`src/rtl/dmem_pkg.sv`:
```
`default_nettype none
// ============================================================================
// Module  : dmem_pkg
// Brief   : Shared state encoding, default mailbox constants, word-index helper
// Revision: 1.0
// ============================================================================
package dmem_pkg;

    typedef enum logic [1:0] {
        ST_RUN     = 2'd0,
        ST_PASS    = 2'd1,
        ST_FAIL    = 2'd2,
        ST_TIMEOUT = 2'd3
    } state_e;

    localparam logic [31:0] DEF_PASS_ADDR      = 32'd100;
    localparam logic [31:0] DEF_EXPECT_VAL     = 32'd25;
    localparam int          DEF_TIMEOUT_CYCLES = 1000;

    // Byte address to word index; callers truncate to their RAM address width.
    function automatic logic [29:0] word_index(input logic [31:0] adr);
        return adr[31:2];
    endfunction

endpackage
`default_nettype wire

```
`src/rtl/dmem_mailbox_if.sv`:
```
`default_nettype none
// ============================================================================
// Module  : dmem_mailbox_if
// Brief   : Core data-port bus between the processor and the data memory
// Revision: 1.0
// ============================================================================
interface dmem_mailbox_if;
    logic        MemWrite;
    logic [31:0] DataAdr;
    logic [31:0] WriteData;
    logic [31:0] ReadData;

    modport master (
        output MemWrite,
        output DataAdr,
        output WriteData,
        input  ReadData
    );

    modport slave (
        input  MemWrite,
        input  DataAdr,
        input  WriteData,
        output ReadData
    );
endinterface
`default_nettype wire

```
`src/rtl/dmem_ram.sv`:
```
`default_nettype none
// ============================================================================
// Module  : dmem_ram
// Brief   : DEPTH x 32 RAM, synchronous write, asynchronous read, addr-valid gate
// Revision: 1.0
// ============================================================================
module dmem_ram #(
    parameter int DEPTH = 64,
    parameter int AW    = $clog2(DEPTH)
) (
    input  wire logic          clk,
    input  wire logic          we,
    input  wire logic          addr_valid,
    input  wire logic [AW-1:0] addr,
    input  wire logic [31:0]   wdata,
    output logic      [31:0]   rdata
);

    logic [31:0] mem_q [DEPTH];

    // Contents are intentionally not reset so program images survive reset.
    always_ff @(posedge clk) begin
        if (we && addr_valid) begin
            mem_q[addr] <= wdata;
        end
    end

    always_comb begin
        rdata = 32'd0;
        if (addr_valid) begin
            rdata = mem_q[addr];
        end
    end

endmodule
`default_nettype wire

```
`src/rtl/dmem_mailbox.sv`:
```
`default_nettype none
// ============================================================================
// Module  : dmem_mailbox
// Brief   : Data memory with test mailbox, watchdog and run status.
//           Optional DMEM_MISALIGN_TRAP_EN turns misaligned RUN stores into FAIL.
// Revision: 1.0
// ============================================================================
module dmem_mailbox
    import dmem_pkg::*;
#(
    parameter int          DEPTH          = 64,
    parameter logic [31:0] PASS_ADDR      = DEF_PASS_ADDR,
    parameter logic [31:0] EXPECT_VAL     = DEF_EXPECT_VAL,
    parameter int          TIMEOUT_CYCLES = DEF_TIMEOUT_CYCLES,
    parameter int          CNT_W          = 16
) (
    input  wire logic             clk,
    input  wire logic             reset,
    dmem_mailbox_if.slave         bus,
    output logic                  done,
    output logic                  pass,
    output logic                  fail,
    output logic                  timeout,
    output logic [31:0]           result,
    output logic [CNT_W-1:0]      store_cnt,
    output logic [CNT_W-1:0]      cycle_cnt,
    output logic                  oor_err
);

    localparam int                AW        = $clog2(DEPTH);
    localparam logic [31:0]       RANGE_END = 32'(DEPTH * 4);
    localparam logic [CNT_W-1:0]  LAST_CYC  = CNT_W'(TIMEOUT_CYCLES - 1);

    state_e            state_q,     state_d;
    logic              pass_q,      pass_d;
    logic              fail_q,      fail_d;
    logic              timeout_q,   timeout_d;
    logic              oor_err_q,   oor_err_d;
    logic [31:0]       result_q,    result_d;
    logic [CNT_W-1:0]  store_cnt_q, store_cnt_d;
    logic [CNT_W-1:0]  cycle_cnt_q, cycle_cnt_d;

    logic              in_range;
    logic              misalign;
    logic              ram_we;
    logic [AW-1:0]     word_idx;

    assign in_range = (bus.DataAdr < RANGE_END);
    assign word_idx = AW'(word_index(bus.DataAdr));

`ifdef DMEM_MISALIGN_TRAP_EN
    assign misalign = bus.MemWrite && (bus.DataAdr[1:0] != 2'b00) && (state_q == ST_RUN);
`else
    assign misalign = 1'b0;
`endif

    assign ram_we = bus.MemWrite && !misalign;

    dmem_ram #(
        .DEPTH (DEPTH),
        .AW    (AW)
    ) u_ram (
        .clk        (clk),
        .we         (ram_we),
        .addr_valid (in_range),
        .addr       (word_idx),
        .wdata      (bus.WriteData),
        .rdata      (bus.ReadData)
    );

    always_comb begin
        state_d     = state_q;
        result_d    = result_q;
        store_cnt_d = store_cnt_q;
        cycle_cnt_d = cycle_cnt_q;
        oor_err_d   = oor_err_q | (bus.MemWrite & ~in_range);

        if (state_q == ST_RUN) begin
            cycle_cnt_d = cycle_cnt_q + 1'b1;
            if (bus.MemWrite && (store_cnt_q != '1)) begin
                store_cnt_d = store_cnt_q + 1'b1;
            end

            // Mailbox store outranks watchdog expiry in the same cycle.
            if (misalign) begin
                state_d  = ST_FAIL;
                result_d = bus.DataAdr;
            end else if (bus.MemWrite && (bus.DataAdr == PASS_ADDR)) begin
                result_d = bus.WriteData;
                state_d  = (bus.WriteData == EXPECT_VAL) ? ST_PASS : ST_FAIL;
            end else if (cycle_cnt_q == LAST_CYC) begin
                state_d = ST_TIMEOUT;
            end
        end

        pass_d    = (state_d == ST_PASS);
        fail_d    = (state_d == ST_FAIL);
        timeout_d = (state_d == ST_TIMEOUT);
    end

    always_ff @(posedge clk) begin
        if (reset) begin
            state_q     <= ST_RUN;
            pass_q      <= 1'b0;
            fail_q      <= 1'b0;
            timeout_q   <= 1'b0;
            oor_err_q   <= 1'b0;
            result_q    <= 32'd0;
            store_cnt_q <= '0;
            cycle_cnt_q <= '0;
        end else begin
            state_q     <= state_d;
            pass_q      <= pass_d;
            fail_q      <= fail_d;
            timeout_q   <= timeout_d;
            oor_err_q   <= oor_err_d;
            result_q    <= result_d;
            store_cnt_q <= store_cnt_d;
            cycle_cnt_q <= cycle_cnt_d;
        end
    end

    assign pass      = pass_q;
    assign fail      = fail_q;
    assign timeout   = timeout_q;
    assign done      = pass_q | fail_q | timeout_q;
    assign oor_err   = oor_err_q;
    assign result    = result_q;
    assign store_cnt = store_cnt_q;
    assign cycle_cnt = cycle_cnt_q;

endmodule
`default_nettype wire

```
`src/flat_wrapper.sv`:
```
// flat-port wrapper written by rule: the top's interface ports become plain ports
module dmem_mailbox_flat import dmem_pkg::*;
#(
    parameter int          DEPTH          = 64,
    parameter logic [31:0] PASS_ADDR      = DEF_PASS_ADDR,
    parameter logic [31:0] EXPECT_VAL     = DEF_EXPECT_VAL,
    parameter int          TIMEOUT_CYCLES = DEF_TIMEOUT_CYCLES,
    parameter int          CNT_W          = 16
)
  (clk, reset, done, pass, fail, timeout, result, store_cnt, cycle_cnt, oor_err, bus_MemWrite, bus_DataAdr, bus_WriteData, bus_ReadData);
  dmem_mailbox_if bus_i ();
  input  wire logic clk;
  input  wire logic reset;
  output logic done;
  output logic pass;
  output logic fail;
  output logic timeout;
  output logic [31:0] result;
  output logic [CNT_W-1:0] store_cnt;
  output logic [CNT_W-1:0] cycle_cnt;
  output logic oor_err;
  input wire logic [$bits(bus_i.MemWrite)-1:0] bus_MemWrite;
  input wire logic [$bits(bus_i.DataAdr)-1:0] bus_DataAdr;
  input wire logic [$bits(bus_i.WriteData)-1:0] bus_WriteData;
  output wire logic [$bits(bus_i.ReadData)-1:0] bus_ReadData;
  assign bus_i.MemWrite = bus_MemWrite;
  assign bus_i.DataAdr = bus_DataAdr;
  assign bus_i.WriteData = bus_WriteData;
  assign bus_ReadData = bus_i.ReadData;
  dmem_mailbox #(.DEPTH(DEPTH), .PASS_ADDR(PASS_ADDR), .EXPECT_VAL(EXPECT_VAL), .TIMEOUT_CYCLES(TIMEOUT_CYCLES), .CNT_W(CNT_W)) u_core (.clk(clk), .reset(reset), .bus(bus_i), .done(done), .pass(pass), .fail(fail), .timeout(timeout), .result(result), .store_cnt(store_cnt), .cycle_cnt(cycle_cnt), .oor_err(oor_err));
endmodule
```
`config.mk`:
```
export PLATFORM = sky130hd
export DESIGN_NAME = dmem_mailbox_flat
export DESIGN_NICKNAME = d
export VERILOG_FILES = /design/src/rtl/dmem_pkg.sv /design/src/rtl/dmem_mailbox_if.sv /design/src/rtl/dmem_ram.sv /design/src/rtl/dmem_mailbox.sv /design/src/flat_wrapper.sv
export SDC_FILE = /design/constraint.sdc
export NUM_CORES = 2
export LEC_CHECK = 0
export ABC_AREA = 1
export CAP_MARGIN = 20
export CORE_ASPECT_RATIO = 0.75
export CORE_MARGIN = 3
export CORE_UTILIZATION = 52
export CTS_CLUSTER_SIZE = 30
export DETAILED_ROUTE_END_ITERATION = 7
export DONT_BUFFER_PORTS = 1
export PLACE_DENSITY = 0.79
export REMOVE_ABC_BUFFERS = 1
export SYNTH_ARGS = -nofsm -noshare
export SYNTH_HDL_FRONTEND = slang
export SYNTH_HIERARCHICAL = 1
export SYNTH_SLANG_ARGS = --single-unit
```
`constraint.sdc`:
```
create_clock -name clk -period 4.6 [get_ports clk]
set_input_delay 0.46 -clock clk [delete_from_list [all_inputs] [get_ports clk]]
set_output_delay 0.46 -clock clk [all_outputs]
set_load 0.05 [all_outputs]
```
# Word-level counts from Yosys, hierarchy flattened
# Memories as Yosys holds them, arrays and structs flattened.
# Index checks and enable logic that the tools add are counted.
# totals
reg_bits,70
latch_bits,0
ramBits,2048
mem_bits_ro,0
input_bits,67
output_inout_bits,101
word_cells,37
n_memories,1
# memory_table
memory,words,width,rd,rd_clocked_by_memory_dff,write_ports,line,source
u_core.u_ram.mem_q,64,32,1,0,1,dmem_ram.sv:19,logic [31:0] mem_q [DEPTH];
# classes
addsub,2
mul,0
div,0
order_cmp,1
n_eq_ne,7
n_shift,0
mux,7
n_bitwise,5
n_reduce_logical,6
# op_table
cell,n
$add A16 B1 Y16 const B,2
$eq A32 B5 Y1 const B,1
$eq A32 B7 Y1 const B,1
$lt A32 B9 Y1 const B,1
$mux W32,1
$eq A16 B10 Y1 const B,1
$ne A16 B16 Y1 const B,1
$mux W2,4
$eq A2 B2 Y1 const B,2
$reduce_and A2 Y1,2
$logic_and A1 B1 Y1,3
$or A1 B1 Y1,3
$eq A2 B1 Y1 const B,1
$logic_not A2 Y1,1
$mux W1,2
$and A1 B1 Y1,1
$not A1 Y1,1

# Logic depth before layout (Yosys ltp)
# depth
ltp_word,5
mapped_depth,15

# Modules after synthesis
# Netlist, hierarchy kept.
# by_module_without_submodules
mod,n_inst,cells_each,area_each_um2
dmem_ram,1,8407,86016.2
dmem_mailbox,1,462,3229.3

# Worst setup path after synthesis
# Ideal clock, no wire load.
# synth_path
path_type,input to register
startpoint,input bus_DataAdr[3]
endpoint,"memory u_core.u_ram.mem_q[41][0], enable pin"
arrival_time_ps,4263
required_ps,4098
path_slack_ps,-165
cell_stages,5
cell_sequence,clkbuf_2 > buf_2 > nor2_1 > inv_1 > nor4_1
# synth_between
elab_chain_len,4
# synth_rtl
item,line,source
"start, declared",flat_wrapper.sv:23,input wire logic [$bits(bus_i.DataAdr)-1:0] bus_DataAdr;
$lt A32 B9 Y1,dmem_mailbox.sv:48,assign in_range = (bus.DataAdr < RANGE_END);
$logic_and A1 B1 Y1,dmem_ram.sv:23,if (we && addr_valid) begin
$mux W1,dmem_ram.sv:23,
$mux W1 (not written as such),dmem_ram.sv:24,mem_q[addr] <= wdata;
"end, declared",dmem_ram.sv:19,
# Several ways; a longest one is shown, not always the timed one.

# Worst setup path in the final report
# layout_path
startpoint,input bus_DataAdr[3]
endpoint,output bus_ReadData[19]
# layout_between
elab_chain_len,2
# layout_rtl
item,line,source
$lt A32 B9 Y1 / $mem_v2 Z64 W32 (equally long branches),-,
$mux W32 (*),dmem_ram.sv:30,if (addr_valid) begin
"end, declared",flat_wrapper.sv:25,output wire logic [$bits(bus_i.ReadData)-1:0] bus_ReadData;
# Mark *: on every way between the ends. The rest lies on a longest branch, timed or not.

==> summary.md <==
| Metric | Value |
|---|---|
| Core area | `170300 µm²` |
| Synth Flop Type | `edfxtp_1` |
| Syn-to-layout area delta | `12.58%` |
| Max VDD drop | `0.0004702 V` |
| Fillers | `12.76k` |
| Asr flop ratio synth | `0` |
| Synth Instances | `8869` |
| Register area share after synthesis | `0.7048` |
| Reg2Reg Capture Point | `u_core/result[17]$_SDFFE_PP0P_` |
| Final setup viols | `118` |
| GR met2 Demand/Resource | `0.4449` |
| Vias in the first global route | `61.99k` |
| Die area | `176700 µm²` |
| Required time worst endpoint | `4.14 ns` |
| CP max stage delay | `1.77 ns` |
| Top cell by count, worst path | `nand2_1` |
| Total global routing overflow | `0` |
| Final worst path period share | `1.416` |
| Failing checks | `slew limit, setup timing` |
| Die X | `484.4 µm` |
| GR Util met3 | `0.09052` |
| Estimated wirelength of the detail-placed design | `134.8 mm` |
| Setup crit end kind | `primary output` |
| R2R Setup Slk | `1.53 ns` |
| Clk_lat worst skew | `0.82 ns` |
| Layout Skew | `0.01923 ns` |
| Crit path max fanout | `509` |
| Antenna viol nets, final | `0` |
| FP Rows | `131` |
| Via density | `5.773` |
| Final slew viol count | `424` |
| Count of cell types in the netlist | `40` |
| Clock tree buffer depth | `3` |
| Slew HR | `-1.364` |
| H-tree depth | `4` |
| Final nets | `9006` |
| Leak | `0.04139 µW` |
| Post-synth EDFFs | `2048` |
| Worst path cell trace | `inv_8 -> buf_4 -> nand2_1 -> nand2_1 -> nand2_1 -> nand2_1 -> nand2_1 -> nand2_1 -> nor2_1 -> buf_4 -> a21oi_1 -> buf_4` |
| Worst path top cell family by delay | `buffers and inverters` |
| Synthesized area per cell | `10.06 µm²` |
| Clock slew at reported path FFs | `0.06 ns` |
| Worst Setup EP | `bus_ReadData[19]` |
| CP Depth | `12` |
| Initial Utilization | `0.5241` |
| Busiest grt layer | `met2` |
| WS Path Type | `in -> out` |
| Area post-placement | `93360 µm²` |
| GR Util All Layers | `0.3004` |
| RR Startpoint | `u_core/state_q[1]$_SDFF_PP0_` |
| Final WL | `271.2 mm` |
| WL/cell | `23.85 µm` |
| CTS root buf | `clkbuf_16` |
| Design area | `100500 µm²` |
| DRT Pass-1 Iters | `6` |
| Final hold vios | `0` |
| Layout cell share with drive strength beyond 1 | `0.07258` |
| Final worst slack | `-1.914 ns` |
| Crit path max-delay cell type | `inv_8` |
| Critical path buffer and inverter count | `4` |
| Pre-CTS setup slack | `-0.8842 ns` |
| Critical path launch point | `bus_DataAdr[3]` |
| Cell Pwr Density | `385.5 nW/µm²` |
| GR Layer Usage met1 | `0.4027` |
| Synth Register Bits | `2118` |
| Initial antenna violation count | `27` |
| Final worst path period need | `6.514 ns` |
| Max-cap violations | `0` |
| Total CTS buffers | `187` |
| Commonest non-fill, non-tap cell in the layout | `nand2_1` |
| First-pass GRT wire length | `394.7 mm` |
| GPL Wtd Cong | `0.8645` |
| CTS Sinks | `2118` |
| I/O pins | `168` |
| HP Class | `in -> reg` |
| RSZ-0062 raised after global routing | `false` |
| Crit path launch type | `input port` |
| CTS tree | `yes` |
| FMAX | `0.1535 GHz` |
| DRC | `0` |
| Vias | `65.66k` |
| Worst Reg2Reg Path Length in Cells | `5` |
| Yosys warnings | `6` |
| Syn Std Cell Area | `89250 µm²` |
| Slew @ Worst Pin | `3.545 ns` |
| PortBufs | `0` |
| Worst Path Arrival | `6.05 ns` |
| Initial DRC count | `9800` |
| Largest net degree at the start of global routing | `510` |
| Final core occ | `0.5900` |
| Hold Slack | `0.02661 ns` |
| Die H | `364.8 µm` |
| Outcome | `finished with violations` |
| Most frequent cells in the layout | `nand2_1, edfxtp_1, buf_4` |
==> worst min path at each step <==
stage                                 start                              endpoint  slack, ns  cells after the start
after floorplan                       reset         u_core/result[0]$_SDFFE_PP0P_       0.53                      1
after global placement                reset        u_core/result[15]$_SDFFE_PP0P_       0.54                      1
after detailed placement              reset        u_core/result[12]$_SDFFE_PP0P_       0.54                      1
after CTS                  bus_WriteData[1]    u_core/u_ram/mem_q[5][1]$_DFFE_PP_     0.0005                      1
after global routing      bus_WriteData[25]  u_core/u_ram/mem_q[57][25]$_DFFE_PP_       0.03                      1
final                     bus_WriteData[25]  u_core/u_ram/mem_q[56][25]$_DFFE_PP_       0.03                      1
==> report_power, final <==
part	switching (µW)	internal, µW	total (µW)
Combinational	1680	639	2320
Sequential	22.7	21100	21100
Clock	7070	8200	15300
==> state kept, by name, summed over array words and instances (netlist names) <==
register            flops
u_core/cycle_cnt       16
u_core/state_q          2
u_core/fail             1
u_core/result          32
u_core/pass             1
u_core/oor_err          1
u_core/store_cnt       16
u_core/timeout          1
u_core/u_ram/mem_q   2048
==> per-layer routing <==
layer	wire length (µm)	vias to the layer above	part of all wire
li1	-	28861	-
met1	95950	30683	0.35
met2	115900	5245	0.43
met3	43990	850	0.16
met4	15200	16	0.056
met5	117	-	0.00043
==> cell families (layout without fill, tap and decap cells) <==
kind of cell	after synthesis	count (layout)	synth area share
fa+ha+maj	2	2	0.0002803
other cells	0	18	0
simple gates	6107	6107	0.2598
buf+inv	516	740	0.02758
xor+xnor	2	2	0.0001963
flops	2118	2118	0.7048
compound gates	124	124	0.007388
==> stage by stage <==
stage / cells / setup TNS [ns] / total power, µW
after floorplan: 8427 / -7352.31 / 22800
after global placement: 10945 / -22.31 / 23240
after detailed placement: 10950 / -22.62 / 23280
after CTS: 11351 / 0 / 38670
after global routing: 11362 / 0 / 39710
final: 11372 / -58.82 / 38730
==> timing repair <==
| item | 4_1_cts | 5_1_grt |
|---|---|---|
| gates cloned | 3 | 0 |
| endpoints found under the hold margin | 2092 | 0 |
| gates resized for setup | 0 | 1 |
| buffers inserted | 0 | 0 |
| hold buffers | 53 | 0 |
| endpoints found under the setup margin | 32 | 4 |
==> cell usage after synthesis (23+ instances only) <==
library cell / n / area (µm²)
a21oi_1: 82 / 410.4
nor2_1: 203 / 762.0
buf_2: 196 / 980.9
buf_4: 60 / 450.4
inv_1: 64 / 240.2
clkbuf_1: 134 / 503.0
o21ai_0: 23 / 115.1
buf_1: 44 / 165.2
dfxtp_1: 70 / 1401
edfxtp_1: 2048 / 61500
nand3_1: 57 / 285.3
nand2_1: 5792 / 21740
==> final cells by class <==
class                           count  area [µm²]  area share
Multi-Input combinational cell   6235       24440      0.2432
Antenna cell                       18       45.04   0.0004483
Sequential cell                  2118       62900      0.6261
Tap cell                         2261        2829     0.02816
Inverter                           74       300.3    0.002989
Clock buffer                      236        4937     0.04914
Clock inverter                    109       875.8    0.008717
Timing Repair Buffer              321        4146     0.04127
(Power assumes the default switching activity.)
